==> config.mk <==
export PLATFORM = sky130hd
export DESIGN_NAME = flash_window_bridge
export DESIGN_NICKNAME = d
export VERILOG_FILES = /design/src/rtl/flash_window_bridge.sv
export SDC_FILE = /design/constraint.sdc
export NUM_CORES = 1
export LEC_CHECK = 0
export ABC_AREA = 1
export CAP_MARGIN = 20
export CORE_MARGIN = 1
export CORE_UTILIZATION = 40
export CTS_BUF_LIST = sky130_fd_sc_hd__clkbuf_16
export DETAILED_ROUTE_END_ITERATION = 7
export GPL_TIMING_DRIVEN = 0
export PLACE_DENSITY = 0.67
export SYNTH_ARGS = -nofsm -noshare
export SYNTH_HDL_FRONTEND = slang
export SYNTH_SLANG_ARGS = --single-unit
==> constraint.sdc <==
create_clock -name fast_clock -period 1.6 [get_ports fast_clock]
set_input_delay 0.4 -clock fast_clock [delete_from_list [all_inputs] [get_ports fast_clock]]
set_output_delay 0.4 -clock fast_clock [all_outputs]
set_load 0.05 [all_outputs]
==> src/rtl/flash_window_bridge.sv <==
`timescale 1ns/1ps
// Host ROM window onto a larger external flash, with a magic-read unlock sequence that switches
// between passthrough and a program mode (register file, flash reads, self-timed write pulses).
module flash_window_bridge #(
  parameter int unsigned HOST_AW  = 15,
  parameter int unsigned FLASH_AW = 19,
  parameter logic [11:0] KEY0     = 12'h555,
  parameter logic [11:0] KEY1     = 12'hAAA,
  parameter logic [11:0] KEY2     = 12'h555,
  parameter logic [11:0] KEY3     = 12'h2AA,
  parameter int unsigned WE_PULSE = 4
) (
  input  logic                fast_clock,
  input  logic                reset,
  input  logic [HOST_AW-1:0]  address,
  input  logic                _ce,
  input  logic                _oe,
  input  logic [7:0]          data_in,
  output logic [7:0]          data_out,
  output logic                data_oe,
  output logic                _ce_flash,
  output logic                _oe_flash,
  output logic                _we_flash,
  output logic [FLASH_AW-1:0] baddress,
  input  logic [7:0]          bdata_in,
  output logic [7:0]          bdata_out,
  output logic                bdata_oe,
  output logic                busy
);

  localparam int unsigned HI_W  = FLASH_AW - 16;
  localparam int unsigned CNT_W = $clog2(WE_PULSE + 1);

  typedef enum logic [2:0] {StLocked, StK1, StK2, StK3, StArmed} ulk_e;
  typedef enum logic [1:0] {WrIdle, WrSetup, WrPulse, WrHold} wr_e;

  logic unused_data_in;
  assign unused_data_in = ^data_in;

  logic        acc, ev, fall, decode, read_en;
  logic [2:0]  acc_sync_q;
  logic [2:0]  code;
  logic [11:0] akey;

  ulk_e                ulk_q, ulk_d;
  wr_e                 wr_q, wr_d;
  logic [CNT_W-1:0]    cnt_q, cnt_d;
  logic                prog_q, prog_d, pend_q, pend_d, pend_val_q, pend_val_d;
  logic [FLASH_AW-1:0] addr_q, addr_d;
  logic                autoinc_q, autoinc_d, overrun_q, overrun_d, rd6_q, rd6_d;
  logic [7:0]          status_q, status_d, wdata_q, wdata_d, rd_byte;

  assign acc  = ~_ce & ~_oe;
  assign ev   = acc_sync_q[1] & ~acc_sync_q[2];
  assign fall = ~acc_sync_q[1] & acc_sync_q[2];
  assign code = address[10:8];
  assign akey = address[11:0];
  assign busy = (wr_q != WrIdle);
  // The access that consumes the ARMED state only selects the mode; it is never a register op.
  assign decode = ev & prog_q & (ulk_q != StArmed);

  always_ff @(posedge fast_clock) begin
    if (reset) begin
      acc_sync_q <= '0;
      ulk_q      <= StLocked;
      wr_q       <= WrIdle;
      cnt_q      <= '0;
      prog_q     <= 1'b0;
      pend_q     <= 1'b0;
      pend_val_q <= 1'b0;
      addr_q     <= '0;
      autoinc_q  <= 1'b0;
      overrun_q  <= 1'b0;
      rd6_q      <= 1'b0;
      status_q   <= '0;
      wdata_q    <= '0;
    end else begin
      acc_sync_q <= {acc_sync_q[1:0], acc};
      ulk_q      <= ulk_d;
      wr_q       <= wr_d;
      cnt_q      <= cnt_d;
      prog_q     <= prog_d;
      pend_q     <= pend_d;
      pend_val_q <= pend_val_d;
      addr_q     <= addr_d;
      autoinc_q  <= autoinc_d;
      overrun_q  <= overrun_d;
      rd6_q      <= rd6_d;
      status_q   <= status_d;
      wdata_q    <= wdata_d;
    end
  end

  always_comb begin
    ulk_d      = ulk_q;
    wr_d       = wr_q;
    cnt_d      = cnt_q;
    prog_d     = prog_q;
    pend_d     = pend_q;
    pend_val_d = pend_val_q;
    addr_d     = addr_q;
    autoinc_d  = autoinc_q;
    overrun_d  = overrun_q;
    rd6_d      = rd6_q;
    status_d   = status_q;
    wdata_d    = wdata_q;

    if (ev) begin
      case (ulk_q)
        StLocked: ulk_d = (akey == KEY0) ? StK1 : StLocked;
        StK1:     ulk_d = (akey == KEY1) ? StK2 : ((akey == KEY0) ? StK1 : StLocked);
        StK2:     ulk_d = (akey == KEY2) ? StK3 : ((akey == KEY0) ? StK1 : StLocked);
        StK3:     ulk_d = (akey == KEY3) ? StArmed : ((akey == KEY0) ? StK1 : StLocked);
        StArmed: begin
          ulk_d      = StLocked;
          pend_d     = 1'b1;
          pend_val_d = address[0];
        end
        default:  ulk_d = StLocked;
      endcase
    end

    // Mode switch lands once the host access is over and any write has drained.
    if (pend_q && !acc_sync_q[1] && !busy) begin
      prog_d = pend_val_q;
      pend_d = 1'b0;
    end

    case (wr_q)
      WrSetup: begin
        wr_d  = WrPulse;
        cnt_d = CNT_W'(WE_PULSE - 1);
      end
      WrPulse: begin
        if (cnt_q == '0) wr_d = WrHold;
        else             cnt_d = cnt_q - CNT_W'(1);
      end
      WrHold: begin
        wr_d = WrIdle;
        if (autoinc_q) addr_d = addr_q + FLASH_AW'(1);
      end
      default: ;
    endcase

    if (fall) begin
      rd6_d = 1'b0;
      if (rd6_q && autoinc_q) addr_d = addr_q + FLASH_AW'(1);
    end

    if (decode) begin
      if (code == 3'd3) begin
        status_d  = {busy, overrun_q, 4'b0, prog_q, autoinc_q};
        overrun_d = 1'b0;
      end else if (busy) begin
        if (code != 3'd5) overrun_d = 1'b1;
      end else begin
        case (code)
          3'd0: addr_d[7:0]           = address[7:0];
          3'd1: addr_d[15:8]          = address[7:0];
          3'd2: addr_d[FLASH_AW-1:16] = address[HI_W-1:0];
          3'd4: autoinc_d             = address[0];
          3'd6: rd6_d                 = 1'b1;
          3'd7: begin
            wr_d    = WrSetup;
            wdata_d = address[7:0];
          end
          default: ;
        endcase
      end
    end
  end

  always_comb begin
    rd_byte = '0;
    case (code)
      3'd0: rd_byte            = addr_q[7:0];
      3'd1: rd_byte            = addr_q[15:8];
      3'd2: rd_byte[HI_W-1:0]  = addr_q[FLASH_AW-1:16];
      3'd3: rd_byte            = status_q;
      3'd4: rd_byte            = {7'b0, autoinc_q};
      3'd6: rd_byte            = bdata_in;
      default: rd_byte         = '0;
    endcase
  end

  assign read_en   = acc & (code == 3'd6) & ~busy;
  assign data_oe   = acc;
  assign data_out  = prog_q ? rd_byte : bdata_in;
  assign baddress  = prog_q ? addr_q : {addr_q[FLASH_AW-1:HOST_AW], address};
  assign _ce_flash = prog_q ? ~(read_en | busy) : ~acc;
  assign _oe_flash = prog_q ? ~read_en : ~acc;
  // Gated by reset so an interrupted write releases the flash in the reset cycle itself.
  assign _we_flash = ~((wr_q == WrPulse) & ~reset);
  assign bdata_oe  = busy & ~reset;
  assign bdata_out = wdata_q;

endmodule
==> results of run 1 <==
-- what timing repair did --
action / 4_1_cts / 5_1_grt
resized for setup: 349 / 85
gates cloned: 4 / 1
setup buffers: 33 / 8
endpoints found under the setup margin: 77 / 53
pin swaps: 34 / 23
-- worst max-delay path: stages --
cell and delay, ns:
buf_12 0.12, nor2_4 0.18, nand2_4 0.11, inv_4 0.08, buf_4 0.13, a21oi_2 0.08
o21ai_4 0.13, buf_6 0.17
-- state kept, by name, indices dropped and copies added (netlist names), 2 cells and up --
register    cells
acc_sync_q      3
cnt_q           3
ulk_q           3
bdata_out       8
status_q        4
wr_q            2
addr_q         19
-- report_power, final --
part           total [uW]  internal, uW  switching [uW]
logic                 545           218             327
registers            1200          1200            2.86
clock network        1230           736             490
total                2970          2150             820
-- worst max path at each step --
stage / start / end / slack, ns / cells after the start
after global routing: address[9] / data_out[0] / -0.29 / 7
final: address[9] / data_out[2] / -0.21 / 8
after detailed placement: address[9] / data_out[7] / -1.67 / 8
after floorplan: wr_q[1] / _ce_flash / -0.23 / 5
after global placement: address[9] / data_out[0] / -1.65 / 8
after CTS: prog_q / data_out[7] / -0.20 / 5
-- cells in the mapped netlist (3+ instances only) --
cell / number / area (sq um)
inv_1: 72 / 270
xor2_1: 5 / 43.8
o21ai_1: 11 / 55.1
clkbuf_1: 7 / 26.3
a22o_1: 3 / 26.3
a21oi_1: 41 / 205
nand3_1: 24 / 120
o21ai_0: 49 / 245
buf_4: 5 / 37.5
nor3_1: 7 / 35.0
xnor2_1: 3 / 26.3
inv_2: 8 / 30.0
a31oi_1: 3 / 18.8
dfxtp_1: 48 / 961
nand2_2: 7 / 43.8
nand4_1: 12 / 75.1
o22ai_1: 4 / 25.0
nand2_1: 80 / 300
nor2_1: 28 / 105
ha_1: 7 / 87.6
buf_6: 3 / 33.8
nor2_2: 5 / 31.3
-- layer usage --
layer / wire length [um] / vias to the layer above
met5: 0 / -
met3: 873 / 30
met2: 5490 / 177
met1: 4800 / 1753
li1: - / 1729
met4: 306 / 0
-- through the flow --
step / hold WS (ns) / power, uW / setup TNS, ns / util / setup WS [ns]
5_1_grt: 0.437 / 3030 / -4.87 / 0.707 / -0.288
4_1_cts: 0.422 / 2930 / -2.78 / 0.666 / -0.197
2_1_floorplan: 0.388 / 1480 / -0.494 / - / -0.229
3_3_place_gp: 0.400 / 1670 / -49.29 / 0.554 / -1.65
3_5_place_dp: 0.411 / 1670 / -50.60 / 0.554 / -1.67
6_report: 0.418 / 2970 / -3.59 / 0.707 / -0.209
-- layout make-up --
type                       instances  area share
inverter                          80      0.0652
buffer                            18      0.0369
multi-input combinational        309       0.431
clock buffer                       5      0.0243
clock inverter                     3     0.00825
sequential                        48       0.190
tap                               99      0.0240
timing repair buffer             109       0.221
-- cells by family after synthesis --
| logic type | count (synthesis) | synth area share |
|---|---|---|
| adders and majority gates | 7 | 0.0288 |
| and+or+nand+nor | 173 | 0.279 |
| buffers and inverters | 98 | 0.135 |
| DFF | 48 | 0.316 |
| AOI/OAI and AO/OA | 120 | 0.218 |
| xor gates and xnor gates | 8 | 0.0230 |
==> run_results.csv, run 1 <==
group,metric,value,unit
final_layout,multiInputGateArea,2220,sq um
final_layout,fillerInstances,612,
placed_design,placedCellCount,620,
pwr,irDropWorstVdd,0.000378,V
global_route,grt_pass1_vias,3319,
global_route,met3_usage,0.0526,
global_route,grt_usage,0.292,
global_route,grt_max_degree,16,
clocking,numCtsBuffers,5,
synthesis,ys.flop_type,"dfxtp_1",
synthesis,synth_seq_cells,48,
clocking,cts_tree,"yes",
worst_setup_path,regToRegStartpoint,"wr_q[0]",
worst_setup_path,r2r-end,"addr_q[5]",
timing,finClkSkew,0.00472,ns
clocking,clockBufferDepth,2,
timing,min_period,1.81,ns
floorplan,core,7290,sq um
detailed_routing,wire_per_inst,17.1,um
floorplan,die_x,89.2,um
placed_design,gp_congestion,0.897,
synthesis,ys_warn_count,0,
final_layout,seq_area,980,sq um
final_layout,drive_gt1_frac,0.413,
worst_setup_path,crit_fanout,6,
flow_run,maxCapViolCount,0,
synthesis,synth.cell_area,3040,sq um
worst_setup_path,cp-start-kind,"input port",
worst_setup_path,arrival,1.41,ns
global_route,busiest_layer,"met2",
detailed_routing,vias,3689,
hold_path,whs_path_depth,2,
worst_setup_path,r2r_cells,10,
timing,setup_viol,30,
clocking,clock_latency,0.29,ns
final_layout,antenna_cells,0,
timing,slew_headroom,0.592,
final_layout,final_cell_count_no_fill,671,
pwr,p_per_area,576,nW/um^2
placed_design,place_hpwl,7330,um
synthesis,synth-edff-count,0,
timing,fin_crit_sh,1.13,
final_layout,final_cell_mix,"59 x inv_1, 56 x nand2_1, 37 x a21oi_1",
hold_path,min_to,"acc_sync_q[1]",
synthesis,ys_seq_area_frac,0.316,
clocking,path_clk_slew,0.07,ns
timing,clock.fmax,553,MHz
worst_setup_path,crit_type,"in2out",
worst_setup_path,cp-end-kind,"output pin",
floorplan,die_h,89.2,um
detailed_routing,vias_per_cell,5.50,
worst_setup_path,required,1.20,ns
hold_path,min_from,"acc_sync_q[0]",
synthesis,syn-num-nets,496,
final_layout,fin_nets,613,
global_route,grt_pass1_wl,17300,um
clocking,hold_buffers,0,
floorplan,die_area,7950,sq um
global_route,grtUsageMet2,0.502,
worst_setup_path,reg2reg_slack,-0.01,ns
global_route,grt_overflow,0,
placed_design,placed_cell_area,4040,sq um
floorplan,io_pins,76,
timing,slew_viol_final,0,
synthesis,async_flop_share,0,
run_status,status,"finished, violations left",
synthesis,avgSynthCellArea,6.70,sq um
timing,tightest_slew,0.612,ns
detailed_routing,drtPass1Iterations,5,
timing,report.final.hold_viol_count,0,
timing,grt_setup_unrepaired,"true",
detailed_routing,wl,11500,um
clocking,clock-sinks,48,
synthesis,postSynthCellCount,454,
floorplan,fp-row-count,31,
final_layout,final_common_cell,"inv_1",
global_route,use_met1,0.375,
timing,timing.final.ws_setup,-0.209,ns
synthesis,synth.distinct_cells,39,
global_route,grt_antenna_before_repair,0,
final_layout,final_area,5160,sq um
clocking,cts_htree_levels,2,
floorplan,start_util,0.417,
hold_path,hp-class,"reg2reg",
pwr,p_leak,0.00223,uW
detailed_routing,drc,0,
detailed_routing,ant_nets,0,
detailed_routing,drt_iter0_drc,279,
final_layout,syn2layout_area_growth,69.7,%
placed_design,portBuffers,67,
clocking,cts-root-buf,"clkbuf_16",
run_status,failed_checks,"negative setup slack",
No activity file was read; power rests on OpenSTA's default activity.
==> run 2: changes to the inputs <==
--- a/config.mk
+++ b/config.mk
@@ -12,6 +12,7 @@
 export CTS_BUF_LIST = sky130_fd_sc_hd__clkbuf_16
 export DETAILED_ROUTE_END_ITERATION = 7
 export GPL_TIMING_DRIVEN = 0
+export HOLD_SLACK_MARGIN = 0.12
 export PLACE_DENSITY = 0.67
 export SYNTH_ARGS = -nofsm -noshare
 export SYNTH_HDL_FRONTEND = slang
==> results of run 2 <==
No change in the layout: final DEF, timing and power equal those of run 1.
==> run 3: changes to the inputs <==
--- a/config.mk
+++ b/config.mk
@@ -11,7 +11,7 @@
 export CORE_UTILIZATION = 40
 export CTS_BUF_LIST = sky130_fd_sc_hd__clkbuf_16
 export DETAILED_ROUTE_END_ITERATION = 7
-export GPL_TIMING_DRIVEN = 0
+export GPL_TIMING_DRIVEN = 1
 export HOLD_SLACK_MARGIN = 0.12
 export PLACE_DENSITY = 0.67
 export SYNTH_ARGS = -nofsm -noshare
==> run 3 against run 2 <==
Against the previous run:
- the run still ends with negative setup slack left
- fmax down 2.1%
- sequential share of layout area down 2.5 points
- routed wire length up 7.5%
- register-to-register slack worse by 0.06 ns
- worst hold slack better by 0.024 ns
- setup slack worse by 0.040 ns
- sequential power about the same
==> run_results.csv, run 3 (synthesized netlist as in run 1, its figures left out) <==
group,metric,value,unit
run_status,status,"finished, violations left",
run_status,failed_checks,"negative setup slack",
worst_setup_path,crit_type,"in2out",
final_layout,final_area,5890,sq um
global_route,grt_pass1_wl,17000,um
final_layout,antenna_cells,0,
worst_setup_path,cp-end-kind,"output pin",
final_layout,top_register,"addr_q",
final_layout,final_common_cell,"buf_4",
detailed_routing,ant_nets,0,
placed_design,portBuffers,67,
pwr,power,2930,uW
worst_setup_path,cp-start-kind,"input port",
global_route,grt_max_degree,30,
detailed_routing,drc,0,
detailed_routing,drt_iter0_drc,304,
placed_design,placed_cell_area,4880,sq um
timing,clock.fmax,541,MHz
worst_setup_path,arrival,1.45,ns
timing,tightest_slew,0.444,ns
floorplan,io_pins,76,
timing,finClkSkew,0.00866,ns
clocking,clock_latency,0.29,ns
timing,setup_viol,40,
clocking,clock-sinks,48,
detailed_routing,wl,12300,um
final_layout,syn2layout_area_growth,93.8,%
worst_setup_path,crit_fanout,4,
final_layout,fillerInstances,445,
clocking,numCtsBuffers,5,
timing,slew_headroom,0.704,
timing,grt_setup_unrepaired,"true",
pwr,irDropWorstVdd,0.000453,V
timing,timing.final.ws_setup,-0.249,ns
global_route,grt_pass1_vias,3506,
clocking,cts-root-buf,"clkbuf_16",
clocking,clockBufferDepth,2,
global_route,grt_antenna_before_repair,0,
floorplan,die_area,7950,sq um
clocking,cts_tree,"yes",
global_route,grt_usage,0.286,
flow_run,maxCapViolCount,0,
floorplan,die_x,89.2,um
worst_setup_path,required,1.20,ns
hold_path,hp-class,"reg2reg",
pwr,p_per_area,497,nW/um^2
timing,fin_crit_sh,1.16,
hold_path,whs_path_depth,2,
timing,min_period,1.85,ns
detailed_routing,vias,3832,
clocking,cts_htree_levels,2,
placed_design,gp_congestion,0.994,
detailed_routing,vias_per_cell,5.42,
final_layout,final_core_util,0.808,
timing,slew_viol_final,0,
pwr,p_leak,0.00243,uW
final_layout,largest_reg_flops,19,
global_route,grt_overflow,0,
placed_design,pre_cts_slack,-0.786,ns
floorplan,start_util,0.417,
detailed_routing,wire_per_inst,17.4,um
placed_design,place_hpwl,7790,um
worst_setup_path,r2r_cells,9,
floorplan,die_h,89.2,um
timing,report.final.hold_viol_count,0,
final_layout,final_cell_mix,"71 x buf_4, 59 x inv_1, 58 x nand2_1",
final_layout,drive_gt1_frac,0.492,
final_layout,seq_area,972,sq um
timing,worst_hold_slack,0.442,ns
final_layout,multiInputGateArea,2360,sq um
floorplan,core,7290,sq um
floorplan,fp-row-count,31,
final_layout,fin_nets,649,
clocking,path_clk_slew,0.06,ns
detailed_routing,drtPass1Iterations,5,
-- run 3: worst max-delay path, cell delays in order --
cell	delay (ns)
buf_8	0.11
buf_6	0.13
nor3_4	0.25
nand2_1	0.11
o21ai_2	0.08
a21oi_2	0.06
o21ai_4	0.15
buf_12	0.15
-- run 3: final cells by class --
class	instances	area share
timing repair buffer	162	0.333
clock buffer	5	0.0212
tap	99	0.0210
inverter	80	0.0573
multi-input combinational	310	0.400
sequential	48	0.165
clock inverter	3	0.00255
-- run 3: final timing paths --
path / start / end / slack, ns
hold / removal: acc_sync_q[0] / acc_sync_q[1] / 0.44
hold reg to reg: acc_sync_q[0] / acc_sync_q[1] / 0.44
setup reg to reg: prog_q / addr_q[0] / -0.07
setup / recovery: address[10] / data_out[2] / -0.25
-- run 3: repair_timing --
| item | 4_1_cts | 5_1_grt |
|---|---|---|
| gates resized for setup | 91 | 117 |
| pin swaps | 30 | 34 |
| setup buffers | 13 | 20 |
| endpoints found under the setup margin | 61 | 58 |
| hold buffers | 0 | 0 |
| gates cloned | 1 | 2 |
-- run 3: metal layers --
| layer | track usage | vias to the layer above | share of wire |
|---|---|---|---|
| met5 | 0 | - | 0 |
| met4 | 0.131 | 0 | 0.042 |
| met3 | 0.0508 | 36 | 0.067 |
| met2 | 0.480 | 190 | 0.49 |
| met1 | 0.357 | 1800 | 0.40 |
| li1 | - | 1806 | - |
-- run 3: report_power, final --
| group | switching [uW] | leakage [uW] | internal (uW) |
|---|---|---|---|
| clock network | 457 | 0.0000687 | 569 |
| registers | 2.89 | 0.000391 | 1200 |
| logic | 370 | 0.00197 | 333 |
-- run 3: metrics by stage --
| stage | setup TNS, ns | instances |
|---|---|---|
| 6_report | -3.26 | 707 |
| 5_1_grt | -5.13 | 707 |
| 4_1_cts | -3.02 | 690 |
| 3_5_place_dp | -23.32 | 668 |
| 3_3_place_gp | -22.15 | 668 |
| 2_1_floorplan | -0.494 | 454 |
